[config.mk]
export PLATFORM = sky130hd
export DESIGN_NAME = rr_arbiter_8
export DESIGN_NICKNAME = d
export VERILOG_FILES = /design/src/rtl/rr_arbiter_pkg.sv /design/src/rtl/rr_arbiter_8_pick.sv /design/src/rtl/rr_arbiter_8.sv
export SDC_FILE = /design/constraint.sdc
export NUM_CORES = 1
export LEC_CHECK = 0
export CORE_ASPECT_RATIO = 1.5
export CORE_UTILIZATION = 40
export CTS_CLUSTER_SIZE = 16
export DETAILED_ROUTE_END_ITERATION = 8
export GPL_TIMING_DRIVEN = 0
export PLACE_DENSITY = 0.57
export SYNTH_ARGS = -nofsm -noshare
export SYNTH_HDL_FRONTEND = slang
export SYNTH_SLANG_ARGS = --single-unit
[constraint.sdc]
create_clock -name clk -period 5.1 [get_ports clk]
set_clock_uncertainty 0.1 [all_clocks]
set_input_delay 1.275 -clock clk [delete_from_list [all_inputs] [get_ports clk]]
set_output_delay 1.275 -clock clk [all_outputs]
set_load 0.02 [all_outputs]
[src/rtl/rr_arbiter_pkg.sv]
// Shared widths and FSM state type for the 8-requester round-robin arbiter.
package rr_arbiter_pkg;

    localparam int unsigned NUM_REQ = 8;
    localparam int unsigned IDX_W   = 3;
    localparam int unsigned HOLD_W  = 8;

    typedef enum logic {
        IDLE  = 1'b0,
        GRANT = 1'b1
    } state_e;

endpackage

[src/rtl/rr_arbiter_8_pick.sv]
// Combinational round-robin search: first set request at or after start, with
// one optional index excluded from the search.
module rr_pick
    import rr_arbiter_pkg::*;
(
    input  logic [NUM_REQ-1:0] req,
    input  logic [IDX_W-1:0]   start,
    input  logic               mask_en,
    input  logic [IDX_W-1:0]   mask_idx,
    output logic               found,
    output logic [IDX_W-1:0]   idx
);

    logic [IDX_W-1:0] cand;

    // Scan from the far end back toward start so the nearest candidate wins.
    always_comb begin
        found = 1'b0;
        idx   = '0;
        cand  = '0;
        for (int k = int'(NUM_REQ) - 1; k >= 0; k--) begin
            cand = start + IDX_W'(k);
            if (req[cand] && !(mask_en && (cand == mask_idx))) begin
                found = 1'b1;
                idx   = cand;
            end
        end
    end

endmodule

[src/rtl/rr_arbiter_8.sv]
// Eight-requester round-robin arbiter with grant hold and registered index output.
// Optional hold timeout is compiled in with RR_ARBITER_TIMEOUT_EN.
module rr_arbiter_8
    import rr_arbiter_pkg::*;
#(
    parameter int unsigned MAX_HOLD = 16
) (
    input  logic               clk,
    input  logic               rst,
    input  logic [NUM_REQ-1:0] req,
    output logic               grant_valid,
    output logic [IDX_W-1:0]   grant_idx,
    output logic               timeout_flag
);

    if ((MAX_HOLD < 2) || (MAX_HOLD > 255)) begin : g_bad_max_hold
        $error("rr_arbiter_8: MAX_HOLD must be within 2..255");
    end

    state_e           state, state_nxt;
    logic             valid_nxt;
    logic [IDX_W-1:0] idx_nxt;
    logic [IDX_W-1:0] ptr, ptr_nxt;

    logic [IDX_W-1:0] pick_start;
    logic             pick_mask_en;
    logic             pick_found;
    logic [IDX_W-1:0] pick_idx;

    logic             holder_req;
    logic             force_rel;

    assign holder_req = req[grant_idx];

    // Shared picker: idle search starts at ptr; release search skips the holder.
    always_comb begin
        pick_start   = ptr;
        pick_mask_en = 1'b0;
        if (state == GRANT) begin
            pick_start   = grant_idx + IDX_W'(1);
            pick_mask_en = 1'b1;
        end
    end

    rr_pick u_pick (
        .req      (req),
        .start    (pick_start),
        .mask_en  (pick_mask_en),
        .mask_idx (grant_idx),
        .found    (pick_found),
        .idx      (pick_idx)
    );

    always_comb begin
        state_nxt = state;
        valid_nxt = grant_valid;
        idx_nxt   = grant_idx;
        ptr_nxt   = ptr;
        case (state)
            IDLE: begin
                if (pick_found) begin
                    state_nxt = GRANT;
                    valid_nxt = 1'b1;
                    idx_nxt   = pick_idx;
                    ptr_nxt   = pick_idx + IDX_W'(1);
                end
            end
            GRANT: begin
                if (!holder_req || force_rel) begin
                    if (pick_found) begin
                        idx_nxt = pick_idx;
                        ptr_nxt = pick_idx + IDX_W'(1);
                    end else if (force_rel) begin
                        // Lone requester timed out: re-grant it with a fresh count.
                        ptr_nxt = grant_idx + IDX_W'(1);
                    end else begin
                        state_nxt = IDLE;
                        valid_nxt = 1'b0;
                    end
                end
            end
            default: begin
                state_nxt = IDLE;
                valid_nxt = 1'b0;
            end
        endcase
    end

    always_ff @(posedge clk) begin
        if (rst) begin
            state       <= IDLE;
            grant_valid <= 1'b0;
            grant_idx   <= '0;
            ptr         <= '0;
        end else begin
            state       <= state_nxt;
            grant_valid <= valid_nxt;
            grant_idx   <= idx_nxt;
            ptr         <= ptr_nxt;
        end
    end

`ifdef RR_ARBITER_TIMEOUT_EN
    logic [HOLD_W-1:0] hold_cnt, hold_cnt_nxt;
    logic              flag_nxt;

    assign force_rel = holder_req && (hold_cnt == HOLD_W'(MAX_HOLD - 1));

    // Count only uninterrupted holding cycles; any hand-over restarts at zero.
    always_comb begin
        hold_cnt_nxt = '0;
        flag_nxt     = 1'b0;
        if (state == GRANT) begin
            flag_nxt = force_rel;
            if (holder_req && !force_rel) begin
                hold_cnt_nxt = hold_cnt + HOLD_W'(1);
            end
        end
    end

    always_ff @(posedge clk) begin
        if (rst) begin
            hold_cnt     <= '0;
            timeout_flag <= 1'b0;
        end else begin
            hold_cnt     <= hold_cnt_nxt;
            timeout_flag <= flag_nxt;
        end
    end
`else
    assign force_rel    = 1'b0;
    assign timeout_flag = 1'b0;
`endif

endmodule

## Word-level counts from Yosys, hierarchy flattened

Index checks and enable logic that the tools add are counted.

| storage, ports and cells | value |
|---|---|
| bits in registers | 8 |
| output and inout port bits | 5 |
| logic and storage cells | 108 |

| cells by class | value |
|---|---|
| add/subtract/negate cells | 9 |
| $lt $le $gt $ge | 9 |
| eq/ne operators | 11 |
| mux-type cells | 49 |
| bitwise logic cells | 1 |
| reductions and logical operators | 25 |

Operator list:

| operator | number |
|---|---|
| two-way mux 3 bit | 13 |
| less-than comparator 3 x 4 -> 1 bit (second input constant) | 9 |
| binary-select mux 1 bit (select 3 bit) | 9 |
| equality test 3 bit | 8 |
| two-way mux 1 bit | 23 |
| logical AND 1 bit | 16 |
| adder 3 bit (second input constant) | 4 |
| case mux 3 bit (2 select lines) | 2 |
| adder 3 x 1 -> 3 bit (second input constant) | 3 |
| logical NOT 1 bit | 8 |
| adder 3 x 2 -> 3 bit (second input constant) | 2 |
| inequality test 2 bit (second input constant) | 3 |
| case mux 1 bit (2 select lines) | 2 |
| AND reduction 3 bit | 1 |
| NOT 1 bit | 1 |

## Logic depth before layout (Yosys ltp)

| logic depth | value |
|---|---|
| depth in word-level cells | 19 |
| gate-level depth with buffers | 16 |

## Hierarchy

From an unflattened synthesis, not the netlist that was laid out.

| second synthesis, totals | value |
|---|---|
| cell total of the unflattened synthesis | 171 |
| area, all modules | 1532.7 µm² |

By module, submodules not included:

| module | instances | cells each | area each (µm²) | sequential area each (µm²) |
|---|---|---|---|---|
| rr_pick | 1 | 114 | 1002.2 | 0.0 |
| rr_arbiter_8 | 1 | 57 | 530.5 | 160.2 |

## Worst setup path after synthesis

No wires, ideal clock.

| timing path | value |
|---|---|
| path type | register -> register |
| start point | register grant_idx[1] |
| end point | register ptr[2] |
| arrival time | 3.664 ns |
| data required time | 4.861 ns |
| slack | 1.197 ns |
| stages on the path, launching flop included | 14 |
| buffers on the path | 1 |
| clock period less this slack | 3.903 ns |
| path through | dfxtp_1 > ha_1 > mux2i_1 > ha_1 > buf_1 > mux2_1 > o221ai_1 > mux2i_1 > a2111oi_0 > a31oi_1 > and4_1 > ha_1 > a21bo_1 > a31oi_1 |

| between the ends | value |
|---|---|
| longest elaborated chain between the ends | 19 |
| elaborated cells between the ends (all ways) | 80 |
| classes of those cells | 9 x add/sub; 9 x eq/ne; 38 x mux; 24 x reduce/logical |

Ends and longest elaborated chain:

| what | line | text |
|---|---|---|
| from (decl) | rr_arbiter_8.sv:12 | `output logic [IDX_W-1:0] grant_idx,` |
| from (signal assigned) | rr_arbiter_8.sv:98 | `grant_idx <= idx_nxt;` |
| branches (longest 14 deep; another with adder 3 x 1 -> 3 bit) | -- |  |
| two-way mux 3 bit (*) | rr_arbiter_8_pick.sv:23 | `if (req[cand] && !(mask_en && (cand == mask_idx))) begin` |
| via pick_idx[0] | rr_arbiter_8.sv:28 | `logic [IDX_W-1:0] pick_idx;` |
| adder 3 x 1 -> 3 bit (*) | rr_arbiter_8.sv:65, rr_arbiter_8.sv:72 |  |
| two-way mux 3 bit (*) | rr_arbiter_8.sv:61, rr_arbiter_8.sv:70 |  |
| two-way mux 3 bit | rr_arbiter_8.sv:69 | `if (!holder_req \|\| force_rel) begin` |
| case mux 3 bit (2 select lines) (*) | rr_arbiter_8.sv:59 | `case (state)` |
| to (signal assigned) | rr_arbiter_8.sv:99 | `ptr <= ptr_nxt;` |
| to (decl) | rr_arbiter_8.sv:23 | `logic [IDX_W-1:0] ptr, ptr_nxt;` |

Mark *: on every way through the listed nets, which the timed path passes. The select of a mux whose other input is x is not followed.
A chain may end at the register's enable or synchronous reset.

## Worst setup path in the final report

Same ends and word-level chain as after synthesis.

==> flow_summary_export.csv <==
group,metric,value,unit
status,status,"finished clean",
worst_setup_path,worstPathRequired,5160,ps
timing,min_period_over_period,88.28,%
clock_network,cts_buffers,3,
place,place_congestion,0.8764,
floorplan,coreArea,3448,um^2
finish,diodes,0,
global_route,grt_pass1_vias,1548,
worst_setup_path,cp.arrival,4560,ps
floorplan,die_h,76.32,um
finish,layout_common_cells,"nand2_1, clkdlybuf4s50_1, a21oi_1",
clock_network,numClockSinks,8,
finish,area_delta_synth_final,15.46,%
logic_synthesis,synth_cell_types,59,
drt,totalWireLength,4.701,mm
floorplan,start_util,42.71,%
drt,first_iter_violations,75,
place,placed_cell_area,1655,um^2
logic_synthesis,ys_ff_latch,8,
clock_network,htree_num_levels,1,
drt,vias_per_cell,6.557,
clock_network,ctsHoldBuffers,0,
floorplan,die-area,3933,um^2
drt,vias,1541,
logic_synthesis,netlist_instances,177,
floorplan,rows,26,
finish,fin_nets,209,
power,p_per_area,736.5,nW/um^2
drt,antenna_left,0,
logic_synthesis,yosysWarnings,0,
timing,drv_slew,0,
timing,tightest_slew,683.5,ps
power,vdd.ir_drop.worst,342.8,uV
place,dp_hpwl,3.763,mm
finish,multiInputGateArea,1264,um^2
finish,final_common_cell,"nand2_1",
power,p_leak,0.6400,nW
finish,drive_gt1_share,15.03,%
clock_network,clk_latency,230,ps
timing,max_slew_margin,53.13,%
run,drv_cap,0,
worst_setup_path,crit_fanout,8,
global_route,grt_max_degree,11,
timing,fin_setup_tns,0,ps
worst_setup_path,crit_path_start_kind,"flop",
global_route,grt_first_pass_wirelength,7.548,mm
logic_synthesis,synth_edf_count,0,
timing,period_minus_slack,4502,ps
logic_synthesis,ys.flop_type,"dfxtp_1",
timing,max_freq,0.2221,GHz
logic_synthesis,seq_area_frac_synth,10.88,%
finish,n_fill_cell,362,
finish,fin_area,1700,um^2
logic_synthesis,synth.cell_area,1473,um^2
clock_network,path_clk_slew,40,ps
timing,grt_setup_unrepaired,"no",
logic_synthesis,async_flop_share,0,%
place,portBuffers,13,
global_route,grt_usage,25.52,%
global_route,globalRouteOverflowTotal,0,
clock_network,cts-root-buf,"clkbuf_8",
finish,seqCellArea,160.2,um^2
clock_network,clockBufferDepth,2,
floorplan,ioPinCount,15,
drt,drt-pass1-iter-count,4,
logic_synthesis,syn_avg_cell_area,8.320,um^2
min_path,hold_path.class,"reg -> reg",
timing,setup_viol,0,
timing,finalHoldViolCount,0,
drt,remaining_drc_errors,0,
clock_network,cts_tree,"yes",
drt,wire_per_inst,20.00,um
worst_setup_path,cp-end-kind,"flop",
worst_setup_path,crit_type,"reg -> reg",
global_route,antenna_found_initial,0,
logic_synthesis,synth_nets,191,
floorplan,die_w,51.54,um
[layer usage]
layer  wire length, um  vias to the layer above  global-route usage [%]
met5                 0                        -                       0
met3               116                       16                   1.996
met2              2430                       46                   43.51
met1              1935                      750                   30.01
met4               218                        0                   14.59
li1                  -                      729                       -
[through the flow]
step,hold WS [ps],setup WS (ps),power (mW),instances,utilization [%]
global route,453.6,220.7,1.348,235,49.31
global placement,390.5,563.3,1.126,232,48.00
CTS,407.0,463.9,1.241,235,49.20
finish,403.3,597.6,1.252,235,49.31
floorplan,359.6,1197,0.9106,177,-
detailed placement,395.8,481.4,1.154,232,48.00
[synthesized netlist by cell type (2+ instances only)]
cell type  count  area (um^2)
a211o_1        3        26.28
a21o_1         2        15.01
a21oi_1       12        60.06
a31oi_1        3        18.77
and2_1         5        31.28
buf_2          3        15.01
dfxtp_1        8        160.2
ha_1           4        50.05
inv_1          4        15.01
inv_2          2        7.510
mux2_1         4        45.04
mux2_4         2        30.03
mux2i_1       12        120.1
mux4_2         8        180.2
nand2_1       14        52.55
nand2b_1       5        31.28
nand3_1       11        55.05
nand4_1        2        12.51
nor2_1        10        37.54
nor2b_1        5        31.28
nor3b_1        2        15.01
o211ai_1       2        15.01
o21a_1         3        22.52
o21ai_0        5        25.02
o21ai_1        6        30.03
o221ai_1       3        26.28
o22ai_1        2        12.51
or3_1          2        12.51
xnor2_1        3        26.28
[repair_timing]
item | in CTS | in global routing
gates resized for setup | 0 | 1
setup buffers | 0 | 0
setup endpoints to repair | 0 | 2
[report_power, final]
part           switching [mW]  total, mW  internal, mW
clock                  0.0256     0.0768        0.0512
combinational           0.606       1.06         0.456
sequential             0.0301      0.114        0.0834
[path summary, 6_finish.rpt]
check                                                from                  endpoint  slack (ps)  cells after the start
worst max-delay path            grant_idx[1]$_SDFFE_PP0P_       ptr[2]$_SDFFE_PP0P_         600                     13
worst min-delay path             grant_valid$_SDFFE_PP0P_  grant_valid$_SDFFE_PP0P_         400                      2
worst max register to register  grant_idx[1]$_SDFFE_PP0P_       ptr[2]$_SDFFE_PP0P_         600                     13
worst min register to register   grant_valid$_SDFFE_PP0P_  grant_valid$_SDFFE_PP0P_         400                      2
[state kept, by name, indices dropped and copies added (netlist names)]
register	count
state	1
ptr	3
grant_idx	3
grant_valid	1
[final cells by class]
cell class | instances | area share [%]
sequential | 8 | 9.419
inverter | 6 | 1.325
tap | 42 | 3.091
clock buffer | 3 | 2.428
multi-input combinational | 157 | 74.32
buffer | 6 | 1.766
timing repair buffer | 13 | 7.653
[cells by family (layout without fill, tap and decap cells)]
logic type / Yosys count / in the layout / synth area share (%)
simple gates: 63 / 63 / 23.19
compound gates: 57 / 57 / 28.97
mux: 27 / 27 / 26.25
buf+inv: 12 / 28 / 3.568
flops: 8 / 8 / 10.87
xor+xnor: 5 / 5 / 3.484
fa+ha+maj: 4 / 4 / 3.399
other cells: 1 / 1 / 0.2546
[critical path, cell delays in order (launching register included)]
cell       delay [ps]
dfxtp_1           540
ha_1              320
mux2i_2           440
ha_1              330
buf_1             230
mux2_1            380
o221ai_1          410
mux2i_1           350
a2111oi_0         440
a31oi_1            60
and4_1            260
ha_1              220
nand3b_1          160
a31oi_1           170
No activity file was read; power rests on OpenSTA's default activity.
